--- config.mk ---
export PLATFORM = sky130hd
export DESIGN_NAME = alu_exec_sequencer_flat
export DESIGN_NICKNAME = d
export VERILOG_FILES = /design/src/rtl/alu_exec_sequencer_if.sv /design/src/rtl/alu_exec_sequencer.sv /design/src/flat_wrapper.sv
export SDC_FILE = /design/constraint.sdc
export NUM_CORES = 1
export LEC_CHECK = 0
export ABC_AREA = 1
export CAP_MARGIN = 5
export CORE_ASPECT_RATIO = 1.25
export CORE_MARGIN = 10
export CORE_UTILIZATION = 26
export CTS_CLUSTER_SIZE = 28
export DETAILED_ROUTE_END_ITERATION = 8
export DONT_BUFFER_PORTS = 1
export HOLD_SLACK_MARGIN = 0.06
export SLEW_MARGIN = 0
export SYNTH_ARGS = -nofsm -noshare
export SYNTH_HDL_FRONTEND = slang
export SYNTH_SLANG_ARGS = --single-unit
--- constraint.sdc ---
create_clock -name clk -period 1.9 [get_ports clk]
set_clock_uncertainty 0.05 [all_clocks]
set_input_delay 0.38 -clock clk [delete_from_list [all_inputs] [get_ports clk]]
set_output_delay 0.38 -clock clk [all_outputs]
set_load 0.05 [all_outputs]
--- src/rtl/alu_exec_sequencer_if.sv ---
// Instruction handshake bundle between the issuing stage and the ALU sequencer.
interface alu_exec_sequencer_if;
  logic       instr_valid;
  logic       instr_ready;
  logic [3:0] instr_op;
  logic [7:0] instr_imm;

  // Issuer drives the instruction, the sequencer answers with ready.
  modport master (output instr_valid, output instr_op, output instr_imm, input instr_ready);
  modport slave  (input instr_valid, input instr_op, input instr_imm, output instr_ready);
endinterface

--- src/rtl/alu_exec_sequencer.sv ---
// Sequencer in front of a combinational 8-bit ALU: owns the accumulator, the
// data register and the status flags, drives the ALU controls for a settle
// window and writes the ALU result back into the accumulator.
module alu_exec_sequencer #(
  parameter int unsigned SETTLE_CYCLES        = 1,
  parameter int unsigned MULDIV_SETTLE_CYCLES = 2
) (
  input  logic                 clk,
  input  logic                 rst_n,
  alu_exec_sequencer_if.slave  instr_if,
  output logic [7:0]           alu_a_o,
  output logic [7:0]           alu_b_o,
  output logic [2:0]           alu_op_select_o,
  output logic                 alu_sub_o,
  input  logic [7:0]           alu_result_i,
  input  logic                 alu_cout_i,
  input  logic                 alu_overflow_i,
  input  logic                 alu_no_i,
  input  logic                 alu_zo_i,
  output logic [7:0]           acc_o,
  output logic                 flag_c_o,
  output logic                 flag_v_o,
  output logic                 flag_n_o,
  output logic                 flag_z_o,
  output logic                 div_zero_o,
  output logic                 illegal_op_o,
  output logic                 done_o,
  output logic                 busy_o
);

  localparam logic [3:0] OP_NOP  = 4'd0;
  localparam logic [3:0] OP_LDA  = 4'd1;
  localparam logic [3:0] OP_ADD  = 4'd2;
  localparam logic [3:0] OP_SUB  = 4'd3;
  localparam logic [3:0] OP_AND  = 4'd4;
  localparam logic [3:0] OP_OR   = 4'd5;
  localparam logic [3:0] OP_MUL  = 4'd6;
  localparam logic [3:0] OP_DIV  = 4'd7;
  localparam logic [3:0] OP_CLRF = 4'd8;

  localparam int unsigned MAX_SETTLE =
    (SETTLE_CYCLES > MULDIV_SETTLE_CYCLES) ? SETTLE_CYCLES : MULDIV_SETTLE_CYCLES;
  localparam int CNT_W = (MAX_SETTLE < 2) ? 1 : $clog2(MAX_SETTLE + 1);

  typedef enum logic {IDLE, EXEC} state_t;

  state_t             state_q, state_d;
  logic [CNT_W-1:0]   cnt_q, cnt_d;
  logic [7:0]         acc_q, acc_d;
  logic [7:0]         dreg_q, dreg_d;
  logic [2:0]         sel_q, sel_d;
  logic               sub_q, sub_d;
  logic               c_q, c_d, v_q, v_d, n_q, n_d, z_q, z_d;
  logic               dz_q, dz_d;
  logic               done_q, done_d;
  logic               ill_q, ill_d;

  // Architectural state register; reset mid-EXEC drops the operation unwritten.
  always_ff @(posedge clk or negedge rst_n) begin
    if (!rst_n) begin
      state_q <= IDLE;
      cnt_q   <= '0;
      acc_q   <= '0;
      dreg_q  <= '0;
      sel_q   <= '0;
      sub_q   <= 1'b0;
      c_q     <= 1'b0;
      v_q     <= 1'b0;
      n_q     <= 1'b0;
      z_q     <= 1'b0;
      dz_q    <= 1'b0;
      done_q  <= 1'b0;
      ill_q   <= 1'b0;
    end else begin
      state_q <= state_d;
      cnt_q   <= cnt_d;
      acc_q   <= acc_d;
      dreg_q  <= dreg_d;
      sel_q   <= sel_d;
      sub_q   <= sub_d;
      c_q     <= c_d;
      v_q     <= v_d;
      n_q     <= n_d;
      z_q     <= z_d;
      dz_q    <= dz_d;
      done_q  <= done_d;
      ill_q   <= ill_d;
    end
  end

  // Instruction decode, settle counting and writeback next-state logic.
  always_comb begin
    state_d = state_q;
    cnt_d   = cnt_q;
    acc_d   = acc_q;
    dreg_d  = dreg_q;
    sel_d   = sel_q;
    sub_d   = sub_q;
    c_d     = c_q;
    v_d     = v_q;
    n_d     = n_q;
    z_d     = z_q;
    dz_d    = dz_q;
    done_d  = 1'b0;
    ill_d   = 1'b0;

    case (state_q)
      IDLE: begin
        if (instr_if.instr_valid) begin
          case (instr_if.instr_op)
            OP_NOP: done_d = 1'b1;
            OP_LDA: begin
              acc_d  = instr_if.instr_imm;
              n_d    = instr_if.instr_imm[7];
              z_d    = (instr_if.instr_imm == 8'd0);
              done_d = 1'b1;
            end
            OP_CLRF: begin
              c_d    = 1'b0;
              v_d    = 1'b0;
              n_d    = 1'b0;
              z_d    = 1'b0;
              dz_d   = 1'b0;
              done_d = 1'b1;
            end
            OP_ADD, OP_SUB, OP_AND, OP_OR, OP_MUL, OP_DIV: begin
              if (instr_if.instr_op == OP_DIV && instr_if.instr_imm == 8'd0) begin
                // Divide by zero retires at once without touching the ALU.
                dz_d   = 1'b1;
                done_d = 1'b1;
              end else begin
                dreg_d  = instr_if.instr_imm;
                sel_d   = 3'(instr_if.instr_op - OP_ADD);
                sub_d   = (instr_if.instr_op == OP_SUB);
                cnt_d   = (instr_if.instr_op == OP_MUL || instr_if.instr_op == OP_DIV)
                          ? CNT_W'(MULDIV_SETTLE_CYCLES) : CNT_W'(SETTLE_CYCLES);
                state_d = EXEC;
              end
            end
            default: ill_d = 1'b1;
          endcase
        end
      end
      EXEC: begin
        // A count of zero is treated as one so the window always terminates.
        if (cnt_q <= CNT_W'(1)) begin
          acc_d = alu_result_i;
          if (sel_q <= 3'd1) begin
            c_d = alu_cout_i;
            v_d = alu_overflow_i;
            n_d = alu_no_i;
            z_d = alu_zo_i;
          end else begin
            // Logic and mul/div flags come from the result, not the ALU N/Z.
            c_d = 1'b0;
            v_d = 1'b0;
            n_d = alu_result_i[7];
            z_d = (alu_result_i == 8'd0);
          end
          sel_d   = 3'd0;
          sub_d   = 1'b0;
          done_d  = 1'b1;
          state_d = IDLE;
        end else begin
          cnt_d = cnt_q - CNT_W'(1);
        end
      end
      default: state_d = IDLE;
    endcase
  end

  assign instr_if.instr_ready = (state_q == IDLE);
  assign busy_o          = (state_q == EXEC);
  assign alu_a_o         = acc_q;
  assign alu_b_o         = dreg_q;
  assign alu_op_select_o = sel_q;
  assign alu_sub_o       = sub_q;
  assign acc_o           = acc_q;
  assign flag_c_o        = c_q;
  assign flag_v_o        = v_q;
  assign flag_n_o        = n_q;
  assign flag_z_o        = z_q;
  assign div_zero_o      = dz_q;
  assign illegal_op_o    = ill_q;
  assign done_o          = done_q;

endmodule

--- src/flat_wrapper.sv ---
// flat-port wrapper written by rule: the top's interface ports become plain ports
module alu_exec_sequencer_flat 
#(
  parameter int unsigned SETTLE_CYCLES        = 1,
  parameter int unsigned MULDIV_SETTLE_CYCLES = 2
)
  (clk, rst_n, alu_a_o, alu_b_o, alu_op_select_o, alu_sub_o, alu_result_i, alu_cout_i, alu_overflow_i, alu_no_i, alu_zo_i, acc_o, flag_c_o, flag_v_o, flag_n_o, flag_z_o, div_zero_o, illegal_op_o, done_o, busy_o, instr_if_instr_valid, instr_if_instr_op, instr_if_instr_imm, instr_if_instr_ready);
  alu_exec_sequencer_if instr_if_i ();
  input  logic clk;
  input  logic rst_n;
  output logic [7:0] alu_a_o;
  output logic [7:0] alu_b_o;
  output logic [2:0] alu_op_select_o;
  output logic alu_sub_o;
  input  logic [7:0] alu_result_i;
  input  logic alu_cout_i;
  input  logic alu_overflow_i;
  input  logic alu_no_i;
  input  logic alu_zo_i;
  output logic [7:0] acc_o;
  output logic flag_c_o;
  output logic flag_v_o;
  output logic flag_n_o;
  output logic flag_z_o;
  output logic div_zero_o;
  output logic illegal_op_o;
  output logic done_o;
  output logic busy_o;
  input wire logic [$bits(instr_if_i.instr_valid)-1:0] instr_if_instr_valid;
  input wire logic [$bits(instr_if_i.instr_op)-1:0] instr_if_instr_op;
  input wire logic [$bits(instr_if_i.instr_imm)-1:0] instr_if_instr_imm;
  output wire logic [$bits(instr_if_i.instr_ready)-1:0] instr_if_instr_ready;
  assign instr_if_i.instr_valid = instr_if_instr_valid;
  assign instr_if_i.instr_op = instr_if_instr_op;
  assign instr_if_i.instr_imm = instr_if_instr_imm;
  assign instr_if_instr_ready = instr_if_i.instr_ready;
  alu_exec_sequencer #(.SETTLE_CYCLES(SETTLE_CYCLES), .MULDIV_SETTLE_CYCLES(MULDIV_SETTLE_CYCLES)) u_core (.clk(clk), .rst_n(rst_n), .instr_if(instr_if_i), .alu_a_o(alu_a_o), .alu_b_o(alu_b_o), .alu_op_select_o(alu_op_select_o), .alu_sub_o(alu_sub_o), .alu_result_i(alu_result_i), .alu_cout_i(alu_cout_i), .alu_overflow_i(alu_overflow_i), .alu_no_i(alu_no_i), .alu_zo_i(alu_zo_i), .acc_o(acc_o), .flag_c_o(flag_c_o), .flag_v_o(flag_v_o), .flag_n_o(flag_n_o), .flag_z_o(flag_z_o), .div_zero_o(div_zero_o), .illegal_op_o(illegal_op_o), .done_o(done_o), .busy_o(busy_o));
endmodule
==> impl_metrics.toml <==
[power]
p_sw_share_pct = 51.7
power.clock.fraction_pct = 18.1
pwr-share-comb_pct = 39.1
p_sw_uw = 1370
power_uw = 2660
seqPwrFrac_pct = 42.9
cellPowerDensity_mw_per_mm2 = 1450
ir_drop_mv = 0.497
p_int_uw = 1280
p_leak_uw = 0.000885

[clock_network]
cts_tree = "yes"
htree_levels = 2
cts_root_buf = "clkbuf_8"
cts_sinks = 30
clk_latency_ns = 0.28
path_clk_slew_ns = 0.06
cts_buffer_depth = 2
cts_setup_buffers = 0
cts-resized-gates = 0
cts_hold_buffers = 2
cts_made_buffers = 5

[global_routing]
use_met3_pct = 5.27
grt.met1_usage_pct = 9.72
grt.total_usage_pct = 9.33
antenna_found_initial = 0
grt_pass1_wl_um = 7190
met2_usage_pct = 15.6
gr-max-usage-layer = "met2"
grt_pass1_vias = 1364
grt_max_degree = 31
grt_overflow = 0

[final_layout]
drive_above_1_share_pct = 23.2
instances_no_fill = 296
multi_input_area_um2 = 707
areaGrowthSynthToFinish_pct = 12.8
seq_area_um2 = 751
final_nets = 239
n_fill_cell = 675
fin_util_pct = 30.0
antenna_cells = 0

[sta]
holdWs_ns = 0.186
timing.final.crit_share_pct = 79.9
max_freq_ghz = 0.659
slew_headroom_pct = 65.5
tns_ns = 0
rsz0062_at_grt = "false"
slew_viol_final = 0
hold_viol = 0
tightest_slew_ns = 0.517
fin_crit_ns = 1.52
setup_viol = 0

[logic_synthesis]
netlist_area_mm2 = 0.00163
synth_edf_count = 0
netlist_top_cells_count = "nand2_1 (51), dfrtp_1 (30), nor2_1 (26), inv_1 (14), nand3_1 (14)"
synth_ff_type = "dfrtp_1"
ys.warnings.count = 0
synth_top_area_share_pct = 46.1
ys_seq_area_share_pct = 46.1
synth_area_leaders = "dfrtp_1 (46%), nand2_1 (12%), nor2_1 (6.0%)"
syn_avg_cell_area_um2 = 8.06
syn_nets = 230
ys_types = 22
ys_async_sr_fraction_pct = 100
synthCells = 202
yosys.area.top_type = "dfrtp_1"
synth_most_common_cell = "nand2_1"
ys_ff_latch = 30

[worst_setup_path]
required_ns = 2.02
cp_max_fo = 5
rr_worst_depth = 6
worstPathArrival_ns = 1.64
crit_path_start = "u_core.cnt_q[0]$_DFFE_PN0P_"
endpoint_kind = "flip-flop"
startpoint_type = "flip-flop"
reg2reg_from = "u_core.cnt_q[0]$_DFFE_PN0P_"
crit_type = "reg -> reg"

[floorplanning]
dieHeight_um = 108
dieArea_mm2 = 0.00985
die_x_um = 90.8
ios = 64
row_count = 32
initial_core_util_pct = 26.6
coreArea_mm2 = 0.00613

[worst_hold_path]
worstHoldPathType = "in -> reg"
min-delay-start = "instr_if_instr_valid"
hold_depth = 2

[detailed_routing]
drt-wirelength-per-cell_um = 15.1
dr.pass1.iters = 4
drc = 0
antenna_left = 0
viasPerCell = 4.38
num_vias = 1295
drt-total-wl_um = 4460
drt_iter0_drc = 40

[place]
dp_cells = 287
post-dp-hpwl_um = 3570
port_buffers = 0
gp_congestion = 0.858

[status]
outcome = "complete, no violations"

[job]
cap_violations = 0
## cells by family after synthesis
group	after synthesis	share of synthesized area, %
buffers and inverters	31	10.5
and+or+nand+nor	104	28.0
AOI/OAI and AO/OA	36	14.7
adders and majority gates	1	0.769
DFF	30	46.1
## stage by stage
| stage | instance area [µm²] | setup slack [ns] |
|---|---|---|
| after floorplan | 1630 | 0.200 |
| after global placement | 1730 | 0.306 |
| after detailed placement | 1730 | 0.270 |
| after CTS | 1840 | 0.375 |
| after global routing | 1840 | 0.247 |
| final | 1840 | 0.383 |
## registers in the layout (all words and copies together), names as in the netlist
name                    flops
u_core.acc_o                8
u_core.alu_b_o              8
u_core.alu_op_select_o      3
u_core.alu_sub_o            1
u_core.busy_o               1
u_core.cnt_q                2
u_core.div_zero_o           1
u_core.done_o               1
u_core.flag_c_o             1
u_core.flag_n_o             1
u_core.flag_v_o             1
u_core.flag_z_o             1
u_core.illegal_op_o         1
## cell usage in the layout (no fill, tap or decap)
cell type and n:
clkbuf_1 2, nand3_1 14, dlygate4sd3_1 1, buf_12 1, inv_2 4, o21ai_0 12, nand2_2 3, a21oi_2 8
inv_1 14, nand2_1 51, nor4_1 1, nor2_2 5, a21boi_0 1, buf_4 13, a21oi_1 6, o21ai_2 7
clkbuf_8 5, nor2_1 26, ha_1 1, nand2_4 3, nand4_1 1, o21ai_1 2, dfrtp_1 30
## cell type report
cell class	count	share of cell area, %
Inverter	18	3.68
Sequential cell	30	40.9
Clock buffer	7	4.16
Timing Repair Buffer	15	6.95
Tap cell	85	5.79
Multi-Input combinational cell	141	38.5
## routing by layer
layer / wire, µm / share of wire (%)
met5: 0 / 0
met4: 57 / 1.3
met1: 1740 / 39
met2: 2080 / 47
met3: 589 / 13
## power by group through the flow
stage | Sequential, µW | Clock, µW | Combinational [µW]
2_1_floorplan | 1410 | 0 | 636
3_3_place_gp | 1160 | 0 | 1030
3_5_place_dp | 1160 | 0 | 1030
4_1_cts | 1150 | 498 | 1050
5_1_grt | 1160 | 521 | 1120
6_report | 1140 | 480 | 1040
## critical path, cell delays in order (launching register included)
cell	delay, ns
dfrtp_1	0.40
ha_1	0.23
o21ai_2	0.29
buf_4	0.20
nand2_1	0.10
nand2_1	0.09
nand2_1	0.04
## path summary, 6_finish.rpt
path | endpoint | slack (ns)
setup / recovery | u_core.alu_sub_o$_DFFE_PN0P_ | 0.38
min in group asynchronous | u_core.alu_b_o[4]$_DFFE_PN0P_ | 0.48
hold reg to reg | u_core.acc_o[1]$_DFFE_PN0P_ | 0.47
max in group asynchronous | u_core.acc_o[4]$_DFFE_PN0P_ | 1.14
hold / removal | u_core.illegal_op_o$_DFF_PN0_ | 0.19
setup reg to reg | u_core.alu_sub_o$_DFFE_PN0P_ | 0.38
(Power assumes the default switching activity.)
